--- src/rtl/otter_lsu.sv ---
// Load/store unit between the OTTER pipeline and its data memory port: size/sign handling,
// IO passthrough and, when LSU_MISALIGN_EN is defined, splitting of word-spanning accesses.
module otter_lsu #(
    parameter logic [31:0] IO_BASE = 32'h11000000
) (
    input  logic        clk,
    input  logic        rst_n,
    input  logic        req_valid,
    output logic        req_ready,
    input  logic        req_we,
    input  logic [31:0] req_addr,
    input  logic [31:0] req_wdata,
    input  logic [1:0]  req_size,
    input  logic        req_sign,
    output logic        rsp_valid,
    output logic [31:0] rsp_rdata,
    output logic        rsp_err,
    output logic [31:0] mem_addr2,
    output logic [31:0] mem_din2,
    output logic        mem_write2,
    output logic        mem_read2,
    output logic [1:0]  mem_size,
    output logic        mem_sign,
    input  logic [31:0] mem_dout2,
    output logic [2:0]  dbg_state
);

    // Handshake: a request transfers on a rising edge where req_valid & req_ready; req_ready
    // is high only while idle, and the single response is a one-cycle rsp_valid pulse.
    typedef enum logic [2:0] {IDLE, RD0, RD1, WR, RESP} state_t;

    state_t      state, state_nx;
    logic [31:0] addr_q, wdata_q, word0, word1_v, shifted, load_data;
    logic [63:0] pair;
    logic [1:0]  size_q;
    logic        sign_q, we_q, err_q;
    logic        accept, req_io, req_span, req_err, q_io;

    function automatic logic spans(input logic [1:0] off, input logic [1:0] size);
        case (size)
            2'd1:    spans = (off == 2'd3);
            2'd2:    spans = (off != 2'd0);
            default: spans = 1'b0;
        endcase
    endfunction

    assign accept    = req_valid && req_ready;
    assign req_io    = req_addr >= IO_BASE;
    assign req_span  = spans(req_addr[1:0], req_size) && !req_io;
    assign q_io      = addr_q >= IO_BASE;
    assign dbg_state = state;

`ifdef LSU_MISALIGN_EN
    logic [31:0] word1;
    logic [1:0]  cnt, last_beat;
    logic        q_span;
    assign q_span    = spans(addr_q[1:0], size_q) && !q_io;
    assign last_beat = (size_q == 2'd1) ? 2'd1 : 2'd3;
    assign word1_v   = word1;
    assign req_err   = (req_size == 2'd3);
`else
    assign word1_v   = 32'd0;
    assign req_err   = (req_size == 2'd3) || req_span;
`endif

    // Window of the two fetched words starting at the requested byte.
    assign pair    = {word1_v, word0};
    assign shifted = pair[{1'b0, addr_q[1:0], 3'b000} +: 32];

    always_comb begin
        load_data = shifted;
        if (q_io) begin
            load_data = word0;
        end else begin
            case (size_q)
                2'd0: load_data = sign_q ? {24'd0, shifted[7:0]} : {{24{shifted[7]}}, shifted[7:0]};
                2'd1: load_data = sign_q ? {16'd0, shifted[15:0]} : {{16{shifted[15]}}, shifted[15:0]};
                default: load_data = shifted;
            endcase
        end
    end

    always_comb begin
        state_nx   = state;
        req_ready  = 1'b0;
        rsp_valid  = 1'b0;
        rsp_rdata  = 32'd0;
        rsp_err    = 1'b0;
        mem_read2  = 1'b0;
        mem_write2 = 1'b0;
        mem_addr2  = 32'd0;
        mem_din2   = 32'd0;
        mem_size   = 2'd0;
        mem_sign   = 1'b0;
        case (state)
            IDLE: begin
                req_ready = 1'b1;
                if (req_valid) state_nx = req_err ? RESP : (req_we ? WR : RD0);
            end
            RD0: begin
                mem_read2 = 1'b1;
                mem_size  = 2'd2;
                mem_sign  = 1'b1;
                mem_addr2 = q_io ? addr_q : {addr_q[31:2], 2'b00};
`ifdef LSU_MISALIGN_EN
                state_nx  = q_span ? RD1 : RESP;
`else
                state_nx  = RESP;
`endif
            end
`ifdef LSU_MISALIGN_EN
            RD1: begin
                mem_read2 = 1'b1;
                mem_size  = 2'd2;
                mem_sign  = 1'b1;
                mem_addr2 = {addr_q[31:2], 2'b00} + 32'd4;
                state_nx  = RESP;
            end
`endif
            WR: begin
                mem_write2 = 1'b1;
                mem_sign   = sign_q;
                mem_size   = size_q;
                mem_addr2  = addr_q;
                mem_din2   = wdata_q;
                state_nx   = RESP;
`ifdef LSU_MISALIGN_EN
                // Spanning store: one byte beat per cycle, byte cnt of the data to addr+cnt.
                if (q_span) begin
                    mem_size  = 2'd0;
                    mem_addr2 = addr_q + {30'd0, cnt};
                    mem_din2  = {24'd0, wdata_q[{cnt, 3'b000} +: 8]};
                    state_nx  = (cnt == last_beat) ? RESP : WR;
                end
`endif
            end
            RESP: begin
                rsp_valid = 1'b1;
                rsp_err   = err_q;
                rsp_rdata = (err_q || we_q) ? 32'd0 : load_data;
                state_nx  = IDLE;
            end
            default: state_nx = IDLE;
        endcase
    end

    always_ff @(posedge clk or negedge rst_n) begin
        if (!rst_n) begin
            state   <= IDLE;
            addr_q  <= 32'd0;
            wdata_q <= 32'd0;
            size_q  <= 2'd0;
            sign_q  <= 1'b0;
            we_q    <= 1'b0;
            err_q   <= 1'b0;
            word0   <= 32'd0;
        end else begin
            state <= state_nx;
            if (accept) begin
                addr_q  <= req_addr;
                wdata_q <= req_wdata;
                size_q  <= req_size;
                sign_q  <= req_sign;
                we_q    <= req_we;
                err_q   <= req_err;
            end
            if (state == RD0) word0 <= mem_dout2;
        end
    end

`ifdef LSU_MISALIGN_EN
    always_ff @(posedge clk or negedge rst_n) begin
        if (!rst_n) begin
            word1 <= 32'd0;
            cnt   <= 2'd0;
        end else begin
            if (state == RD1) word1 <= mem_dout2;
            if (state == WR && q_span) cnt <= cnt + 2'd1;
            else cnt <= 2'd0;
        end
    end
`endif

endmodule

--- config.mk ---
export PLATFORM = sky130hd
export DESIGN_NAME = otter_lsu
export DESIGN_NICKNAME = d
export VERILOG_FILES = /design/src/rtl/otter_lsu.sv
export SDC_FILE = /design/constraint.sdc
export NUM_CORES = 1
export LEC_CHECK = 0
export BUFFER_PORTS_ARGS = -buffer_cell sky130_fd_sc_hd__buf_2
export CORE_MARGIN = 2
export CORE_UTILIZATION = 32
export DETAILED_ROUTE_END_ITERATION = 10
export PLACE_DENSITY = 0.59
export SETUP_SLACK_MARGIN = 0.05
export SLEW_MARGIN = 20
export SYNTH_ARGS = -nofsm -noshare
export SYNTH_HDL_FRONTEND = slang
export SYNTH_SLANG_ARGS = --single-unit
--- constraint.sdc ---
create_clock -name clk -period 2.4 [get_ports clk]
set_input_delay 0.12 -clock clk [delete_from_list [all_inputs] [get_ports clk]]
set_output_delay 0.12 -clock clk [all_outputs]
set_load 0.02 [all_outputs]
==> Flow_metrics.wiki, run 1 <==
{| class="wikitable"
! Metric !! Value
|-
| Result of the run || finished clean
|-
| Placed Area || 6680 um2
|-
| Maximum capacitance violations || 0
|-
| Final hold violations || 0
|-
| Placeable core region || 16500 um2
|-
| Y dimension of the die || 134 um
|-
| Netlist area before placement || 5380 um2
|-
| Critical path startpoint category || register
|-
| Classification of the worst-slack hold path || primary input to register
|-
| Synthesized netlist cell count || 449
|-
| Root buffer selected by CTS || sky130_fd_sc_hd__clkbuf_16
|-
| Start point of the worst hold path || mem_dout2[24]
|-
| Critical Path AT || 2240 ps
|-
| Grt ovf || 0
|-
| Final weighted congestion of routability-driven global placement || 0.845
|-
| Power after layout || 6.94 mW
|-
| Share of synthesized registers carrying an async set or reset || 1.00
|-
| Via count || 4696
|-
| Global-route usage over all layers || 0.187
|-
| Number of detailed-route iterations in the first pass || 4
|-
| Number of synthesized flops with an enable pin || 0
|-
| Average wire length per cell after detail routing || 17.6 um
|-
| Total CTS buffers || 9
|-
| Die X-Extent || 134 um
|-
| Post-route clock period utilization || 0.983
|-
| Setup crit end kind || output port
|-
| Hold path depth || 2
|-
| Transition time at the pin with the least slew margin || 878 ps
|-
| Primary flip-flop cell chosen by synthesis mapping || sky130_fd_sc_hd__dfrtp_1
|-
| Time the worst path needs with I/O delays and setup || 2360 ps
|-
| Clock tree skew after final layout || 7.83 ps
|-
| Share of the yosys chip area belonging to registers || 0.484
|-
| Fillers || 1511
|-
| End point of the most critical hold path || word0[24]$_DFFE_PN0P_
|-
| Quantity of I/O buffers inserted on ports || 209
|-
| Synth unique cells || 41
|-
| Maximum number of pins on one net before global-route repair || 68
|-
| Layout overhead on the synthesized area || 46.3%
|-
| Count of unresolved DRC violations after routing || 0
|-
| Mean Syn Cell Area || 12.0 um2
|-
| Initial Util || 0.325
|-
| Depth of the CTS H-tree || 3
|-
| Count of standard-cell rows || 47
|-
| Syn. warnings || 0
|-
| I/O pin cnt || 210
|-
| Rel. slew slack || 0.415
|-
| Clock Pin Slew Worst Setup and Hold Paths || 80 ps
|-
| RSZ-0062 raised after global routing || true
|-
| Flip-flop and latch count after synthesis || 104
|-
| Type of the worst setup path || register to output port
|-
| Maximum frequency from static timing analysis || 0.424 GHz
|-
| Die outline area || 17900 um2
|-
| DPL Wire Length || 11300 um
|-
| Antenna diode count || 0
|-
| Final standard cell area without fillers || 7860 um2
|-
| Maximum count of clock buffers along a single path || 2
|-
| Net count after synthesis || 555
|-
| R2R setup slack || 630 ps
|-
| Global-route wire length before repair || 26200 um
|-
| Residual antenna-violating net count after detailed routing || 0
|-
| Worst r2r src || dbg_state[2]$_DFFE_PN0P_
|-
| FF-to-FF path depth || 5
|-
| Crit path max fanout || 8
|-
| Number of antenna violations at the first check in global routing || 0
|-
| Number of nets in the final layout || 830
|-
| Lkg Pwr || 3.97 nW
|-
| Final slew viol count || 0
|-
| Clock tree from TritonCTS || done
|-
| Iter 0 DRT Violations || 239
|-
| Number of sinks handled by clock tree synthesis || 104
|-
| Ratio of cells with drive above 1 in the final layout || 0.512
|-
| Via density per instance || 4.95
|-
| Number of global-route vias before repair || 4940
|-
| Peak ir drop on the vdd network || 0.000402 V
|-
| Worst Path Required || 2280 ps
|-
| Later-pin clock latency in the skew report || 350 ps
|-
| Endpoint of the worst-slack reg-to-reg timing path || dbg_state[1]$_DFFE_PN0P_
|-
| Total of endpoints with negative setup slack in the final report || 0
|-
| Detailed Route WL || 16700 um
|-
| Pwr dens || 882 nW/um2
|}
synth_stat cells (3+ instances only):
| cell | n | share of area |
|---|---|---|
| sky130_fd_sc_hd__a21o_1 | 8 | 0.011 |
| sky130_fd_sc_hd__a21oi_1 | 12 | 0.011 |
| sky130_fd_sc_hd__a2bb2oi_1 | 7 | 0.011 |
| sky130_fd_sc_hd__a311o_1 | 8 | 0.015 |
| sky130_fd_sc_hd__and2_1 | 35 | 0.041 |
| sky130_fd_sc_hd__and3_1 | 33 | 0.038 |
| sky130_fd_sc_hd__buf_2 | 12 | 0.011 |
| sky130_fd_sc_hd__buf_6 | 3 | 0.0063 |
| sky130_fd_sc_hd__clkbuf_1 | 20 | 0.014 |
| sky130_fd_sc_hd__dfrtp_1 | 104 | 0.48 |
| sky130_fd_sc_hd__ha_1 | 3 | 0.0070 |
| sky130_fd_sc_hd__inv_1 | 4 | 0.0028 |
| sky130_fd_sc_hd__mux2_2 | 98 | 0.21 |
| sky130_fd_sc_hd__mux2i_1 | 17 | 0.032 |
| sky130_fd_sc_hd__nand2_1 | 5 | 0.0035 |
| sky130_fd_sc_hd__nor2_1 | 14 | 0.0098 |
| sky130_fd_sc_hd__nor3_1 | 11 | 0.010 |
| sky130_fd_sc_hd__o211a_1 | 7 | 0.013 |
| sky130_fd_sc_hd__o21ai_0 | 14 | 0.013 |
| sky130_fd_sc_hd__o221a_2 | 7 | 0.015 |
final cells by class:
cell class,instances,area [um2],area share
Clock inverter,7,63.8,0.00812
Sequential cell,104,2600,0.331
Tap cell,220,275,0.0350
Clock buffer,9,225,0.0286
Inverter,4,15.0,0.00191
Multi-Input combinational cell,304,2630,0.335
Timing Repair Buffer,301,2040,0.260
where the power goes:
group / internal [mW] / leakage [nW] / total, mW / switching (mW)
combinational: 1.33 / 2.61 / 2.52 / 1.20
sequential: 2.42 / 1.22 / 2.98 / 0.568
clock: 0.725 / 0.140 / 1.43 / 0.706
routing by layer:
metal	up-vias	routed length, um	GRT usage
met5	-	0	0
met3	19	1330	0.0628
met2	207	8070	0.313
li1	2183	-	-
met4	0	255	0.0455
met1	2287	7050	0.232
per-stage QoR:
step | setup TNS, ps | setup slack [ps] | hold slack [ps] | util | std cells
after detailed placement | 0 | 156 | 300 | 0.404 | 858
after global placement | 0 | 270 | 293 | 0.404 | 858
after global routing | -404 | -39.5 | 2.30 | 0.476 | 949
final | 0 | 42.0 | 13.5 | 0.476 | 949
after floorplan | 0 | 103 | -176 | - | 449
after CTS | 0 | 31.9 | 0.173 | 0.469 | 947
cells by family after synthesis:
| kind of cell | share of synthesized area |
|---|---|
| DFF | 0.484 |
| xor gates and xnor gates | 0.00163 |
| AOI/OAI and AO/OA | 0.105 |
| muxes | 0.241 |
| and+or+nand+nor | 0.125 |
| buffers and inverters | 0.0363 |
| adders and majority gates | 0.00698 |
worst max-delay path: stages, from the launching register on:
cell                      delay, ps
sky130_fd_sc_hd__dfrtp_1        390
sky130_fd_sc_hd__o41a_1         510
sky130_fd_sc_hd__or2_4          310
sky130_fd_sc_hd__o21a_2         300
sky130_fd_sc_hd__a21o_1         220
sky130_fd_sc_hd__buf_2          160
sequential cells by signal, indices dropped and copies added (netlist names):
name       cells
addr_q        32
sign_q         1
wdata_q       32
dbg_state      3
err_q          1
we_q           1
word0         32
size_q         2
worst max path at each step:
stage	slack, ps	to	from
finish	40	rsp_rdata[31]	addr_q[27]$_DFFE_PN0P_
global route	-40	rsp_rdata[1]	addr_q[27]$_DFFE_PN0P_
CTS	30	rsp_rdata[31]	addr_q[25]$_DFFE_PN0P_
detailed placement	160	rsp_rdata[10]	addr_q[1]$_DFFE_PN0P_
global placement	270	rsp_rdata[3]	addr_q[26]$_DFFE_PN0P_
floorplan	100	rsp_rdata[7]	dbg_state[1]$_DFFE_PN0P_
cells in the final DEF, fill, tap and decap left out, types with 2 or more instances in the layout:
master and n:
sky130_fd_sc_hd__a21o_1 8, sky130_fd_sc_hd__a21oi_1 12, sky130_fd_sc_hd__a2bb2oi_1 7, sky130_fd_sc_hd__a311o_1 8, sky130_fd_sc_hd__and2_1 34, sky130_fd_sc_hd__and3_1 33, sky130_fd_sc_hd__buf_12 3, sky130_fd_sc_hd__buf_2 193
sky130_fd_sc_hd__buf_4 26, sky130_fd_sc_hd__buf_6 14, sky130_fd_sc_hd__clkbuf_16 10, sky130_fd_sc_hd__dfrtp_1 103, sky130_fd_sc_hd__dlygate4sd3_1 64, sky130_fd_sc_hd__ha_1 3, sky130_fd_sc_hd__inv_1 4, sky130_fd_sc_hd__inv_6 3
sky130_fd_sc_hd__mux2_2 98, sky130_fd_sc_hd__mux2i_1 17, sky130_fd_sc_hd__nand2_1 5, sky130_fd_sc_hd__nand2b_1 2, sky130_fd_sc_hd__nand4b_1 2, sky130_fd_sc_hd__nor2_1 12, sky130_fd_sc_hd__nor2_2 2, sky130_fd_sc_hd__nor2_4 2
sky130_fd_sc_hd__nor3_1 10, sky130_fd_sc_hd__o211a_1 7, sky130_fd_sc_hd__o21ai_0 8, sky130_fd_sc_hd__o21ai_1 6, sky130_fd_sc_hd__o221a_2 6, sky130_fd_sc_hd__o311a_1 2, sky130_fd_sc_hd__o41a_1 2
what timing repair did:
| action | in CTS | in global routing |
|---|---|---|
| gates resized for setup | 25 | 24 |
| cloned | 0 | 1 |
| endpoints found under the hold margin | 127 | 0 |
| endpoints found under the setup margin | 31 | 32 |
| pin swaps | 7 | 2 |
| hold buffers | 64 | 0 |
| buffers inserted | 9 | 1 |
(Power assumes the default switching activity.)
==> inputs of run 2 (changes only) <==
--- a/config.mk
+++ b/config.mk
@@ -6,6 +6,7 @@
 export NUM_CORES = 1
 export LEC_CHECK = 0
 export BUFFER_PORTS_ARGS = -buffer_cell sky130_fd_sc_hd__buf_2
+export CORE_ASPECT_RATIO = 0.75
 export CORE_MARGIN = 2
 export CORE_UTILIZATION = 32
 export DETAILED_ROUTE_END_ITERATION = 10
==> Flow_metrics.wiki, run 2 (synthesis gave the netlist of run 1 again) <==
{| class="wikitable"
! Metric !! Value
|-
| Result of the run || finished clean
|-
| Final standard cell area without fillers || 7960 um2 (+1.3%)
|-
| Initial Util || 0.323 (-0.00189)
|-
| Switching share of power || 0.347 (-0.00957)
|-
| Number of sinks handled by clock tree synthesis || 104 (unchanged)
|-
| Y dimension of the die || 116 um (-13%)
|-
| Transition time at the pin with the least slew margin || 631 ps (-247 ps)
|-
| Worst-case hold slack || 11.2 ps (-2.28 ps)
|-
| Detailed Route WL || 16300 um (-2.7%)
|-
| Count of standard-cell rows || 41 (-13%)
|-
| Final weighted congestion of routability-driven global placement || 0.845 (about the same)
|-
| Ratio of cells with drive above 1 in the final layout || 0.523 (+0.0110)
|-
| Registers with the highest flip-flop counts || addr_q x32, wdata_q x32, word0 x32
|-
| Power after layout || 7.14 mW (+3.0%)
|-
| Peak ir drop on the vdd network || 0.000381 V (-5.1%)
|-
| Fillers || 1539 (+1.9%)
|-
| Internal Pwr Total || 4.67 mW (+4.5%)
|-
| Worst r2r src || dbg_state[1]$_DFFE_PN0P_
|-
| I/O pin cnt || 210 (unchanged)
|-
| Rel. slew slack || 0.580 (+0.165)
|-
| Average wire length per cell after detail routing || 17.2 um (-2.1%)
|-
| Final worst-path setup slack || 38.8 ps (-3.20 ps)
|-
| Clock tree from TritonCTS || done
|-
| Residual antenna-violating net count after detailed routing || 0 (unchanged)
|-
| Clock Pin Slew Worst Setup and Hold Paths || 70 ps (about the same)
|-
| Maximum frequency from static timing analysis || 0.424 GHz (-0.14%)
|-
| Die X-Extent || 154 um (+15%)
|-
| Maximum capacitance violations || 0 (unchanged)
|-
| Commonest non-fill, non-tap cell in the layout || sky130_fd_sc_hd__buf_2
|-
| Net switching power || 2.47 mW (+0.19%)
|-
| Proportion of power drawn by combinational gates || 0.352 (-0.011)
|-
| Placement Setup Slack || 288 ps (+132 ps)
|-
| Layout overhead on the synthesized area || 48.1%
|-
| Iter 0 DRT Violations || 288 (+21%)
|-
| Type of the worst setup path || register to output port
|-
| Worst Path Required || 2280 ps (about the same)
|-
| Total of endpoints with negative setup slack in the final report || 0 (unchanged)
|-
| Start point of the critical path || addr_q[25]$_DFFE_PN0P_
|-
| Final hold violations || 0 (unchanged)
|-
| Grt ovf || 0 (unchanged)
|-
| Depth of the CTS H-tree || 3 (unchanged)
|-
| DPL Wire Length || 11400 um (+0.97%)
|-
| Later-pin clock latency in the skew report || 350 ps (about the same)
|-
| Quantity of I/O buffers inserted on ports || 209 (unchanged)
|-
| Die outline area || 17900 um2 (about the same)
|-
| Maximum count of clock buffers along a single path || 2 (unchanged)
|-
| Via count || 4715 (+0.40%)
|-
| Time the worst path needs with I/O delays and setup || 2360 ps (+3.20 ps)
|-
| Power share of the sequential group || 0.427 (-0.003)
|-
| RSZ-0062 raised after global routing || true
|-
| Final slew viol count || 0 (unchanged)
|-
| Area occupied by multi-input gates || 2670 um2 (+1.2%)
|-
| Root buffer selected by CTS || sky130_fd_sc_hd__clkbuf_16
|-
| Number of antenna violations at the first check in global routing || 0 (unchanged)
|-
| Number of nets in the final layout || 828 (-0.24%)
|-
| Post-route clock period utilization || 0.984 (+0.00133)
|-
| Number of detailed-route iterations in the first pass || 5 (+1)
|-
| Capture point of the worst path || rsp_rdata[20]
|-
| Relative contribution of the clock network to total power || 0.221 (+0.015)
|-
| Placeable core region || 16600 um2 (+0.58%)
|-
| Crit path max fanout || 16 (+8)
|-
| Maximum number of pins on one net before global-route repair || 59 (-13%)
|-
| Count of unresolved DRC violations after routing || 0 (unchanged)
|-
| Total CTS buffers || 9 (unchanged)
|-
| Lkg Pwr || 3.98 nW (+0.30%)
|-
| Leading cell types in the layout, fill and taps excluded || sky130_fd_sc_hd__buf_2, sky130_fd_sc_hd__dfrtp_1, sky130_fd_sc_hd__mux2_2
|-
| Pwr dens || 897 nW/um2 (+1.6%)
|-
| Placed Area || 6680 um2 (unchanged)
|-
| R2R setup slack || 520 ps (-110 ps)
|-
| FF-to-FF path depth || 4 (-1)
|-
| Critical Path AT || 2240 ps (about the same)
|-
| Clock tree skew after final layout || 8.19 ps (+0.353 ps)
|-
| Sequential cell area in the final layout || 2610 um2 (+0.19%)
|-
| Via density per instance || 5.00 (+1.0%)
|-
| Critical path startpoint category || register
|-
| Number of global-route vias before repair || 4620 (-6.5%)
|-
| Classification of the worst-slack hold path || primary input to register
|-
| Endpoint of the worst-slack reg-to-reg timing path || wdata_q[28]$_DFFE_PN0P_
|-
| Global-route usage over all layers || 0.176 (-0.0110)
|-
| Global-route wire length before repair || 24600 um (-6.2%)
|-
| Setup crit end kind || output port
|}
## run 2: changes by cell type in the layout (fill, tap and decap cells not counted), moves of 4 or more
cell / change
sky130_fd_sc_hd__buf_4: -6
sky130_fd_sc_hd__buf_6: +6
sky130_fd_sc_hd__nor3_2: +5
sky130_fd_sc_hd__buf_2: -5
sky130_fd_sc_hd__dfrtp_1: -4
sky130_fd_sc_hd__nor3_1: -6
sky130_fd_sc_hd__dfrtp_2: +4
## run 2: area by class of cell
cell class,count,area share
multi-input cells,304,0.335
flip-flops and latches,104,0.328
repair buffers,299,0.261
well taps,215,0.0338
clock buffers,10,0.0288
clock inverters,6,0.0113
inverters,4,0.00189
diodes,1,0.000314
## run 2: worst min path at each step
stage / cells after the start / end / slack [ps] / start
6_report: 3 / sign_q$_DFFE_PN0P_ / 10 / req_sign
2_1_floorplan: 0 / addr_q[0]$_DFFE_PN0P_ / -180 / rst_n
4_1_cts: 2 / wdata_q[8]$_DFFE_PN0P_ / 0.3 / req_wdata[8]
3_5_place_dp: 1 / word0[6]$_DFFE_PN0P_ / 180 / rst_n
5_1_grt: 2 / word0[21]$_DFFE_PN0P_ / 1 / mem_dout2[21]
3_3_place_gp: 1 / word0[6]$_DFFE_PN0P_ / 170 / rst_n
## run 2: worst max-delay path, cell delays in order (launching register included)
cell                      delay [ps]
sky130_fd_sc_hd__dfrtp_1         390
sky130_fd_sc_hd__o41a_1          520
sky130_fd_sc_hd__or2_4           320
sky130_fd_sc_hd__buf_12          160
sky130_fd_sc_hd__a311o_1         350
sky130_fd_sc_hd__buf_6           150
## run 2: power groups by stage
stage / logic [mW] / registers (mW) / clock network (mW)
after CTS: 2.39 / 3.03 / 1.65
final: 2.51 / 3.05 / 1.58
after detailed placement: 2.23 / 3.04 / 0
after global routing: 2.71 / 3.13 / 1.72
after global placement: 2.17 / 3.01 / 0
after floorplan: 1.70 / 2.77 / 0
## run 2: metrics by stage
| stage | setup TNS [ps] | utilization | instances |
|---|---|---|---|
| after floorplan | 0 | - | 449 |
| after global placement | 0 | 0.402 | 852 |
| after detailed placement | 0 | 0.402 | 852 |
| after CTS | 0 | 0.464 | 934 |
| after global routing | -294 | 0.479 | 942 |
| final | 0 | 0.479 | 943 |
## run 2: layer usage
| layer | vias up | GRT usage | routed length (um) | part of all wire |
|---|---|---|---|---|
| li1 | 2192 | - | - | - |
| met1 | 2317 | 0.231 | 7080 | 0.44 |
| met4 | 0 | 0.0642 | 333 | 0.020 |
| met5 | - | 0 | 0 | 0 |
| met3 | 27 | 0.0482 | 1230 | 0.076 |
| met2 | 179 | 0.281 | 7620 | 0.47 |
## run 2: repair_timing
action	in CTS	in global routing
pin swaps	6	8
gates resized for setup	22	49
hold buffers	61	4
endpoints found under the setup margin	31	32
buffers inserted	5	4
endpoints found under the hold margin	107	4
